### config.mk
export PLATFORM = sky130hd
export DESIGN_NAME = float_act_pipe
export DESIGN_NICKNAME = d
export VERILOG_FILES = /design/src/rtl/float_act_pipe_pkg.sv /design/src/rtl/float_act_lane.sv /design/src/rtl/float_act_pipe.sv
export SDC_FILE = /design/constraint.sdc
export NUM_CORES = 1
export LEC_CHECK = 0
export CAP_MARGIN = 10
export CORE_ASPECT_RATIO = 1.4
export CORE_MARGIN = 2
export CORE_UTILIZATION = 30
export DETAILED_ROUTE_END_ITERATION = 10
export SKIP_LAST_GASP = 1
export SYNTH_ARGS = -nofsm -noshare
export SYNTH_HDL_FRONTEND = slang
export SYNTH_SLANG_ARGS = --single-unit
### constraint.sdc
create_clock -name clk -period 10.6 [get_ports clk]
set_input_delay 3.18 -clock clk [delete_from_list [all_inputs] [get_ports clk]]
set_output_delay 3.18 -clock clk [all_outputs]
set_load 0.01 [all_outputs]
### src/rtl/float_act_pipe_pkg.sv
// rtl/float_act_pipe_pkg.sv - shared mode encodings and word-width helper for the activation pipe
package float_act_pipe_pkg;

    typedef enum logic [1:0] {
        MODE_PASS  = 2'd0,
        MODE_RELU  = 2'd1,
        MODE_LEAKY = 2'd2,
        MODE_CLAMP = 2'd3
    } act_mode_t;

    function automatic int word_width(input int exp_width, input int frac_width);
        return 1 + exp_width + frac_width;
    endfunction

endpackage

### src/rtl/float_act_lane.sv
// rtl/float_act_lane.sv - combinational single-float activation (pass/relu/leaky/clamp)
module float_act_lane
    import float_act_pipe_pkg::*;
#(
    parameter int EXP_WIDTH  = 8,
    parameter int FRAC_WIDTH = 23,
    parameter int W          = word_width(EXP_WIDTH, FRAC_WIDTH)
) (
    input  logic [W-1:0]         din,
    input  act_mode_t            mode,
    input  logic [EXP_WIDTH-1:0] leak_shift,
    input  logic [W-1:0]         clamp_max,
    output logic [W-1:0]         dout
);

    logic                  s;
    logic [EXP_WIDTH-1:0]  e;
    logic [FRAC_WIDTH-1:0] f;
    logic [W-1:0]          mag;
    logic [W-1:0]          bound;

    assign s     = din[W-1];
    assign e     = din[W-2 -: EXP_WIDTH];
    assign f     = din[FRAC_WIDTH-1:0];
    assign mag   = {1'b0, din[W-2:0]};
    // Sign of the bound is ignored, so the bound is always a non-negative value.
    assign bound = clamp_max & {1'b0, {(W-1){1'b1}}};

    always_comb begin
        dout = din;
        case (mode)
            MODE_PASS: dout = din;
            MODE_RELU: dout = s ? '0 : din;
            MODE_LEAKY: begin
                // Negative results that would underflow are flushed to +0.
                if (!s || (&e))
                    dout = din;
                else if (e > leak_shift)
                    dout = {1'b1, e - leak_shift, f};
                else
                    dout = '0;
            end
            MODE_CLAMP: begin
                if (s)
                    dout = '0;
                else if (mag > bound)
                    dout = bound;
                else
                    dout = din;
            end
            default: dout = din;
        endcase
    end

endmodule

### src/rtl/float_act_pipe.sv
// rtl/float_act_pipe.sv - two-stage streaming multi-lane float activation unit
module float_act_pipe
    import float_act_pipe_pkg::*;
#(
    parameter int EXP_WIDTH  = 8,
    parameter int FRAC_WIDTH = 23,
    parameter int LANES      = 4,
    parameter int CNT_WIDTH  = 32,
    parameter int W          = word_width(EXP_WIDTH, FRAC_WIDTH)
) (
    input  logic                 clk,
    input  logic                 rst,
    input  logic                 in_valid,
    output logic                 in_ready,
    input  logic [LANES*W-1:0]   in_data,
    input  logic [1:0]           in_mode,
    input  logic [EXP_WIDTH-1:0] leak_shift,
    input  logic [W-1:0]         clamp_max,
    output logic                 out_valid,
    input  logic                 out_ready,
    output logic [LANES*W-1:0]   out_data,
    output logic [CNT_WIDTH-1:0] out_count
);

    logic               s1_valid;
    logic [LANES*W-1:0] s1_data;
    act_mode_t          s1_mode;
    logic               s2_valid;
    logic [LANES*W-1:0] s2_data;
    logic [LANES*W-1:0] lane_result;
    logic               s2_load;

    assign s2_load   = !s2_valid || out_ready;
    assign in_ready  = !s1_valid || s2_load;
    assign out_valid = s2_valid;
    assign out_data  = s2_data;

    always_ff @(posedge clk or posedge rst) begin
        if (rst) begin
            s1_valid <= 1'b0;
            s1_data  <= '0;
            s1_mode  <= MODE_PASS;
        end else if (in_ready) begin
            s1_valid <= in_valid;
            if (in_valid) begin
                s1_data <= in_data;
                s1_mode <= act_mode_t'(in_mode);
            end
        end
    end

    for (genvar i = 0; i < LANES; i++) begin : g_lane
        float_act_lane #(
            .EXP_WIDTH  (EXP_WIDTH),
            .FRAC_WIDTH (FRAC_WIDTH),
            .W          (W)
        ) u_lane (
            .din        (s1_data[i*W +: W]),
            .mode       (s1_mode),
            .leak_shift (leak_shift),
            .clamp_max  (clamp_max),
            .dout       (lane_result[i*W +: W])
        );
    end

    // Output register only changes when empty or being drained, so stalled data holds.
    always_ff @(posedge clk or posedge rst) begin
        if (rst) begin
            s2_valid <= 1'b0;
            s2_data  <= '0;
        end else if (s2_load) begin
            s2_valid <= s1_valid;
            if (s1_valid)
                s2_data <= lane_result;
        end
    end

    always_ff @(posedge clk or posedge rst) begin
        if (rst)
            out_count <= '0;
        else if (s2_valid && out_ready)
            out_count <= out_count + 1'b1;
    end

endmodule

== Word level (Yosys, flattened, before mapping) ==
Cells that the tools add are included.
Word-level totals
  output and inout port bits: 162
  logic and storage cells: 66
  register bits after elaboration: 292
  bits of input ports: 174
Cells by class
  magnitude comparators: 8
  eq/ne operators: 3
  add/sub/neg operators: 5
  reduce and logical (&&, ||, !) cells: 20
  multiplexer cells: 24
Operators by type and width (count)
  one-hot mux 32 bit (4 select lines): 4
  2-to-1 mux 32 bit: 12
  2-to-1 mux 31 bit: 8
  > comparator 31 bit: 4
  adder 32 x 1 -> 32 bit (second input constant): 1
  > comparator 8 bit: 4
  AND reduction 8 bit: 4
  subtractor 8 bit: 4
  logical NOT 1 bit: 6
  logical OR 1 bit: 6
  equality test 2 bit (second input constant): 2
  AND reduction 2 bit: 2
  equality test 2 x 1 -> 1 bit (second input constant): 1
  logical NOT 2 bit: 1
  logical AND 1 bit: 1

== Logic depth before layout (Yosys ltp) ==
Gate-level depths: netlist of run 1.
  depth after elaboration: 4
  gate-level depth with buffers: 12
  gate-level depth less buffers: 11

== By module ==
From an unflattened synthesis of run 1, not the netlist that was laid out.
Second synthesis, totals
  cells, all modules: 1811
  area total of the unflattened synthesis: 19373.6 sq um
Modules (own cells, without submodules)
  float_act_pipe: cells each 680, times used 1, area each 11071.9 sq um, sequential area each 7307.0 sq um
  float_act_lane at g_lane[1].u_lane ...: cells each 288, times used 3, area each 2097.0 sq um, sequential area each 0.0 sq um
  float_act_lane at g_lane[0].u_lane: cells each 267, times used 1, area each 2010.7 sq um, sequential area each 0.0 sq um

== Worst setup path before layout of run 1 ==
OpenSTA, ideal clock, no wires.
  path kind: input port to output port
  start point: input out_ready
  end point: output in_ready
  required time: 7.420 ns
  arrival time: 3.394 ns
  buffers on the path: 0
  stages: 1
  slack: 4.026 ns
  cell sequence: nand3b_1
Between the ends
  longest elaborated chain between the ends: 2
RTL lines
  from (decl): line float_act_pipe.sv:20  | input logic out_ready,
  logical OR 1 bit: line float_act_pipe.sv:33  | assign s2_load = !s2_valid || out_ready;
  logical OR 1 bit: line float_act_pipe.sv:34  | assign in_ready = !s1_valid || s2_load;
  to (decl): line float_act_pipe.sv:14  | output logic in_ready,
Every way passes these cells.

== Worst setup path after layout of run 1 ==
Same ends and word-level chain as after synthesis.

==> results.cfg, run 1 <==
[sta]
setup_violations = 0
final.min_clock_period_ns = 7.68
skew_ns = 0.0315
final-max-slew-violation-count = 0
rsz0062_at_grt = no
finalCritPeriodShare = 0.725
hold_viol_final = 0
fin_ws_ns = 2.92
tns_ns = 0
worst_pin_slew_ns = 1.06
max_freq_mhz = 130
max_slew_margin = 0.295

[finish]
area_growth_pct = 30.0
drive_gt1_frac = 0.132
design_area_um2 = 23400
nets = 2430
layout_common_cells = clkdlybuf4s50_1, dfrtp_1, ha_1
layout_commonest_cell = clkdlybuf4s50_1

[clock_tree]
htreeDepth = 2
cts_made_buffers = 35
clk_latency_ns = 0.56
clock-root-buffer = clkbuf_16
post_cts_resize_count = 0
cts_tree = built
clockBufferDepth = 3
hold_buffers = 0
path_clk_slew_ns = 0.06
cts_sinks = 292
postCtsSetupBuffers = 0

[logic_synthesis]
ys_seq_elements = 292
yosys_warnings = 0
seq_area_frac_synth = 0.407
async_flop_share = 1.00
netlist_area_um2 = 18000
postSynthAreaPerCell_um2 = 10.0
synth-edff-count = 0
netlist_instances = 1788
ys_types = 84
synth_flop_cell = dfrtp_1
synth_nets = 2123

[critical_path]
rr_endpoint = out_data[41]
crit_top_cell = clkdlybuf4s50_1
r2r_setup_slack_ns = 6.72
cpPeakStageDelay_ns = 0.57
crit_fanout = 4
critPathTopFamily = buffers and inverters
critPathLaunch = out_ready
required_ns = 7.42
slowest_stage = clkdlybuf4s50_1
r2r-start = s1_data[42]
rr_worst_depth = 9
critical_path_buf_inv_count = 2
path_class = primary input to output pin
crit_path_end_kind = output pin
worstPathArrival_ns = 4.50
start_kind = primary input
path_cells = clkdlybuf4s50_1 -> nand3b_1 -> clkdlybuf4s50_1

[grt]
grt_antenna_before_repair = 10
grt-ovfl-total = 0
grt_pass1_wl_um = 104000
grt_max_degree = 150
grt_pass1_vias = 16400
track_usage = 0.223

[routing]
ant_nets = 0
drtIter0Drc = 971
num_vias = 15800
drtPass1Iterations = 5
drc_errors = 0
wl_per_cell_um = 24.3
vias_per_cell = 5.50
routed_wl_um = 69800

[floorplanning]
coreArea_um2 = 59400
initial_core_util = 0.302
die_w_um = 211
std_cell_rows = 106
num_io_pins = 336
die_h_um = 294
die_area_um2 = 61900

[power]
combPwrFrac = 0.348
clkPwrFrac = 0.294
power_w = 0.00444
p_leak_nw = 9.99
switching_share = 0.352
p_int_w = 0.00288
power_frac_seq = 0.358
max-vdd-ir-drop_v = 0.000114
power_density_nw_per_um2 = 190
p_switching_w = 0.00156

[placement]
post-place-ws_ns = 2.90
hpwl_um = 51800
port_buffers = 334
placed_area_um2 = 22100
gp_routability_congestion = 0.887

[outcome]
status = completed

[min_path]
min_path_cells = 2
min_path_type = flop to flop
hold_start = out_data[63]
whs_endpoint = out_data[63]

[flow_run]
maxCapViolCount = 0
[Yosys cell counts (all sizes together) (25+ instances only)]
master,n,area (um2)
dfrtp,292,7310
and2,29,183
nand4,55,365
nand3,75,375
a31oi,37,238
nand2,149,559
a22oi,25,288
o21ai,84,495
nor3,26,140
xnor2,29,254
and3,32,200
a21oi,88,440
ha,157,1960
nor2,79,297
clkbuf,62,236
mux2,131,1480
inv,106,398
[power groups by stage]
stage	Clock (W)	Combinational [W]	Sequential, W
floorplan	0	0.000772	0.00159
global placement	0	0.00152	0.00161
detailed placement	0	0.00155	0.00161
CTS	0.00134	0.00156	0.00159
global route	0.00138	0.00168	0.00162
finish	0.00130	0.00155	0.00159
[worst max path at each step]
stage	to	cells after the start
6_report	in_ready	3
5_1_grt	in_ready	3
4_1_cts	in_ready	3
3_5_place_dp	in_ready	3
3_3_place_gp	in_ready	3
2_1_floorplan	out_count[0]	1
[logic make-up (layout without fill, tap and decap cells)]
kind of cell             after synthesis  in the layout  share of synthesized area
XOR/XNOR                              44             44                     0.0215
flip-flops                           292            292                      0.407
AND/OR/NAND/NOR                      531            531                      0.155
other                                  0              2                          0
buffers and inverters                191            524                     0.0429
multiplexers                         134            134                     0.0838
AO/OA/AOI/OAI                        435            435                      0.176
adder cells (fa/ha/maj)              161            161                      0.114
[flip-flops by register name (all words and copies together), names as in the netlist]
signal / count
s1_data: 128
s1_mode: 2
s1_valid: 1
out_count: 32
out_data: 128
out_valid: 1
[stage by stage]
step	std cells	hold WS (ns)	util
after global routing	2879	0.509	0.393
after CTS	2877	0.485	0.393
after detailed placement	2814	0.461	0.372
after global placement	2814	0.463	0.372
final	2879	0.485	0.393
after floorplan	1788	0.471	-
[worst reg2reg max path: cells and delay by family (launching register included)]
kind | cells | cell delay (ns)
AOI/OAI and AO/OA | 6 | 2.41
adders and majority gates | 1 | 0.30
buffers and inverters | 1 | 0.40
DFF | 1 | 0.41
and+or+nand+nor | 1 | 0.20
[layer usage]
metal | vias to the layer above | GRT usage | part of all wire
met5 | - | 0 | 0.0015
met4 | 16 | 0.121 | 0.056
met3 | 171 | 0.0378 | 0.052
met2 | 516 | 0.393 | 0.51
met1 | 7848 | 0.257 | 0.38
li1 | 7288 | - | -
[layout make-up]
type                    count  area (um2)
well taps                 756         946
fillers                  5898       36100
diodes                      2        5.00
flip-flops and latches    292        7310
inverters                 106         402
multi-input cells        1305        9940
repair buffers            355        3510
clock inverters            19         226
clock buffers              44        1010
Note: power is estimated with default switching activity, not from simulation.
==> inputs of run 2 (changes only) <==
- clock period: 10.6 -> 6.2 ns (I/O delays scaled with it)
==> results.cfg, run 2 (synthesis results as in run 1) <==
[routing]
drtPass1Iterations = 5
routed_wl_um = 70800
drc_errors = 0
maxUsedRoutingLayer = met5
wl_per_cell_um = 24.4
num_vias = 16000
met2_length_um = 36300
vias_per_cell = 5.53
dr_wl_met3_um = 3750
ant_nets = 0
drtIter0Drc = 866
wl_met1_um = 27000

[sta]
rsz0062_at_grt = no
worst_pin_slew_ns = 0.966
final.min_clock_period_ns = 5.07
hold_viol_final = 0
setup_violations = 0
max_slew_margin = 0.354
skew_ns = 0.0338
tns_ns = 0
max_freq_mhz = 197
finalCritPeriodShare = 0.818
final-max-slew-violation-count = 0

[finish]
nFillCells = 5822
nets = 2456
design_area_um2 = 23600
area_growth_pct = 31.5
layout_common_cells = clkdlybuf4s50_1, dfrtp_1, ha_1
drive_gt1_frac = 0.140
layout_commonest_cell = clkdlybuf4s50_1

[grt]
grt_pass1_wl_um = 105000
grt-ovfl-total = 0
track_usage = 0.226
grt_pass1_vias = 16400
grt_max_degree = 82
grt_antenna_before_repair = 5

[flow_run]
maxCapViolCount = 0

[power]
p_switching_w = 0.00267
power_w = 0.00765
max-vdd-ir-drop_v = 0.000203
clkPwrFrac = 0.294
power_density_nw_per_um2 = 324
switching_share = 0.349
p_leak_nw = 10.1
p_int_w = 0.00498
combPwrFrac = 0.350
power_frac_seq = 0.356

[floorplanning]
die_w_um = 211
die_h_um = 294
num_io_pins = 336
die_area_um2 = 61900
std_cell_rows = 106
coreArea_um2 = 59400
initial_core_util = 0.302

[min_path]
min_path_type = flop to flop
hold_start = out_data[33]

[clock_tree]
post_cts_resize_count = 0
cts_tree = built
cts_made_buffers = 35
hold_buffers = 0
postCtsSetupBuffers = 0
clockBufferDepth = 3
cts_sinks = 292
path_clk_slew_ns = 0.06
htreeDepth = 2
clk_latency_ns = 0.56
clock-root-buffer = clkbuf_16

[critical_path]
critPathLaunch = out_ready
worstPathArrival_ns = 3.21
start_kind = primary input
required_ns = 4.34
r2r-start = s1_data[119]
path_class = primary input to output pin
crit_path_end_kind = output pin
crit_fanout = 4

[placement]
hpwl_um = 53300
gp_routability_congestion = 0.904
port_buffers = 334
placed_area_um2 = 22400

[outcome]
status = completed
[run 2: through the flow]
stage                util  hold WS (ns)  cells  setup slack, ns
finish              0.397         0.484   2901             1.13
floorplan               -         0.471   1788            0.465
global route        0.397         0.501   2900            0.953
detailed placement  0.377         0.467   2840            0.552
CTS                 0.397         0.488   2900             1.10
global placement    0.377         0.462   2840            0.567
[run 2: cell type report]
cell class / count / area, um2 / share of cell area
antenna: 1 / 2.50 / 0.000106
clock buffer: 48 / 1030 / 0.0435
clock inverter: 12 / 198 / 0.00837
inverter: 106 / 402 / 0.0170
multi-input combinational: 1305 / 9940 / 0.421
sequential: 292 / 7310 / 0.309
tap: 756 / 946 / 0.0401
timing repair buffer: 381 / 3780 / 0.160
[run 2: power groups by stage]
stage | clock (W) | sequential, W | combinational (W)
6_report | 0.00225 | 0.00272 | 0.00268
5_1_grt | 0.00238 | 0.00277 | 0.00291
4_1_cts | 0.00231 | 0.00272 | 0.00270
3_5_place_dp | 0 | 0.00275 | 0.00269
3_3_place_gp | 0 | 0.00275 | 0.00264
2_1_floorplan | 0 | 0.00272 | 0.00132
[run 2: path summary, 6_finish.rpt]
check                      slack, ns  depth (start not counted)            end
max                             1.13                          3       in_ready
max in group asynchronous       3.46                          3    s1_data[68]
min reg2reg                     0.48                          2   out_data[33]
min in group asynchronous       1.66                          2   out_data[61]
max reg2reg                     2.81                         12  out_data[112]
min                             0.48                          2   out_data[33]
[run 2: worst max-delay path, cell delays in order]
cell	delay (ns)
clkdlybuf4s50_1	0.57
nand3b_1	0.22
clkdlybuf4s50_1	0.57
[run 2: routing by layer]
layer  up-vias  GRT usage
li1       7318          -
met2       570      0.408
met5         -          0
met1      7992      0.259
met4        10      0.108
met3       154     0.0354
==> inputs of run 3 (changes only) <==
- clock period: 6.2 -> 4.69 ns (I/O delays scaled with it)
==> results.cfg, run 3 (synthesis results as in run 1) <==
[outcome]
status = completed

[power]
p_leak_nw = 10.7
power_frac_seq = 0.351
switching_share = 0.345
p_switching_w = 0.00359
clkPwrFrac = 0.299
p_int_w = 0.00681
power_density_nw_per_um2 = 424
combPwrFrac = 0.351
max-vdd-ir-drop_v = 0.000240

[critical_path]
cpPeakStageDelay_ns = 0.51
start_kind = primary input
worstPathArrival_ns = 4.68
crit_fanout = 10
r2r_setup_slack_ns = 1.39
path_cells = clkdlybuf4s50_1 -> buf_12 -> ha_1 -> inv_1 -> fa_1 -> a21oi_1 -> o211ai_1 -> or4_1 -> a21oi_1 -> a211o_1 -> o31ai_4 -> buf_12 -> a221o_1
crit_path_end_kind = flop
slowest_stage = clkdlybuf4s50_1
required_ns = 5.12
path_class = primary input to flop

[routing]
wl_per_cell_um = 23.9
num_vias = 16100
drtPass1Iterations = 6
vias_per_cell = 5.38
drc_errors = 0
drtIter0Drc = 979
ant_nets = 0
routed_wl_um = 71500

[sta]
final-max-slew-violation-count = 0
final.min_clock_period_ns = 4.25
fin_ws_ns = 0.436
max_freq_mhz = 235
max_slew_margin = 0.377
setup_violations = 0
skew_ns = 0.0247
finalCritPeriodShare = 0.907
rsz0062_at_grt = no
hold_viol_final = 0
worst_pin_slew_ns = 0.932

[finish]
drive_gt1_frac = 0.177
nets = 2549
area_growth_pct = 36.7
layout_commonest_cell = clkdlybuf4s50_1
final_core_util = 0.413
layout_common_cells = clkdlybuf4s50_1, dfrtp_1, ha_1
stdcell_count = 2998

[placement]
post-place-ws_ns = -0.123
hpwl_um = 55100
port_buffers = 334
gp_routability_congestion = 0.913
dpl.cell_count = 2932

[clock_tree]
hold_buffers = 0
htreeDepth = 2
post_cts_resize_count = 0
path_clk_slew_ns = 0.06
clk_latency_ns = 0.57
cts_sinks = 292
cts_made_buffers = 36
clock-root-buffer = clkbuf_16
clockBufferDepth = 3
cts_tree = built
postCtsSetupBuffers = 0

[grt]
grt-ovfl-total = 0
busiest_layer = met2
grt_pass1_vias = 16900
grt_max_degree = 88
track_usage = 0.230
grt_use_met1 = 0.263
use_met3 = 0.0324
grt_pass1_wl_um = 106000
grt_antenna_before_repair = 9
use_met2 = 0.421

[floorplanning]
die_h_um = 294
num_io_pins = 336
die_area_um2 = 61900
std_cell_rows = 106
coreArea_um2 = 59400
die_w_um = 211
initial_core_util = 0.302

[min_path]
min_path_type = flop to flop

[flow_run]
maxCapViolCount = 0
-- run 3: per-stage QoR --
| step | TNS (ns) | power [W] | instance area, um2 | hold slack, ns |
|---|---|---|---|---|
| 2_1_floorplan | -172.91 | 0.00534 | 18000 | 0.471 |
| 3_3_place_gp | -1.02 | 0.00728 | 23200 | 0.464 |
| 3_5_place_dp | -4.86 | 0.00734 | 23200 | 0.463 |
| 4_1_cts | 0 | 0.0105 | 24500 | 0.485 |
| 5_1_grt | 0 | 0.0109 | 24500 | 0.513 |
| 6_report | 0 | 0.0104 | 24500 | 0.486 |
-- run 3: routing by layer --
layer	vias to the layer above	routed length, um
met5	-	80
met4	12	3240
met3	143	3590
met2	531	37100
met1	7936	27500
li1	7515	-
-- run 3: final timing paths --
| check | from | to | cells past startpoint |
|---|---|---|---|
| max | leak_shift[0] | out_data[1] | 13 |
| min | out_data[63] | out_data[63] | 2 |
| max reg2reg | s1_data[23] | out_data[1] | 12 |
| min reg2reg | out_data[63] | out_data[63] | 2 |
| max in group asynchronous | rst | out_data[44] | 4 |
| min in group asynchronous | rst | out_data[27] | 2 |
-- run 3: layout make-up --
type                            instances  area [um2]
Clock inverter                         18         298
Antenna cell                            4        10.0
Sequential cell                       292        7310
Tap cell                              756         946
Inverter                              106         402
Clock buffer                           44        1000
Timing Repair Buffer                  473        4640
Fill cell                            5758       34900
Multi-Input combinational cell       1305        9940
-- run 3: critical path: cells and delay by family --
kind	cells	cell delay, ns
adder cells (fa/ha/maj)	2	0.59
buffers and inverters	4	0.90
AO/OA/AOI/OAI	6	1.32
AND/OR/NAND/NOR	1	0.44
-- run 3: power by group through the flow --
stage | combinational, W | sequential [W] | clock, W
after floorplan | 0.00174 | 0.00360 | 0
after global placement | 0.00360 | 0.00368 | 0
after detailed placement | 0.00366 | 0.00369 | 0
after CTS | 0.00368 | 0.00365 | 0.00318
after global routing | 0.00398 | 0.00370 | 0.00326
final | 0.00365 | 0.00365 | 0.00311
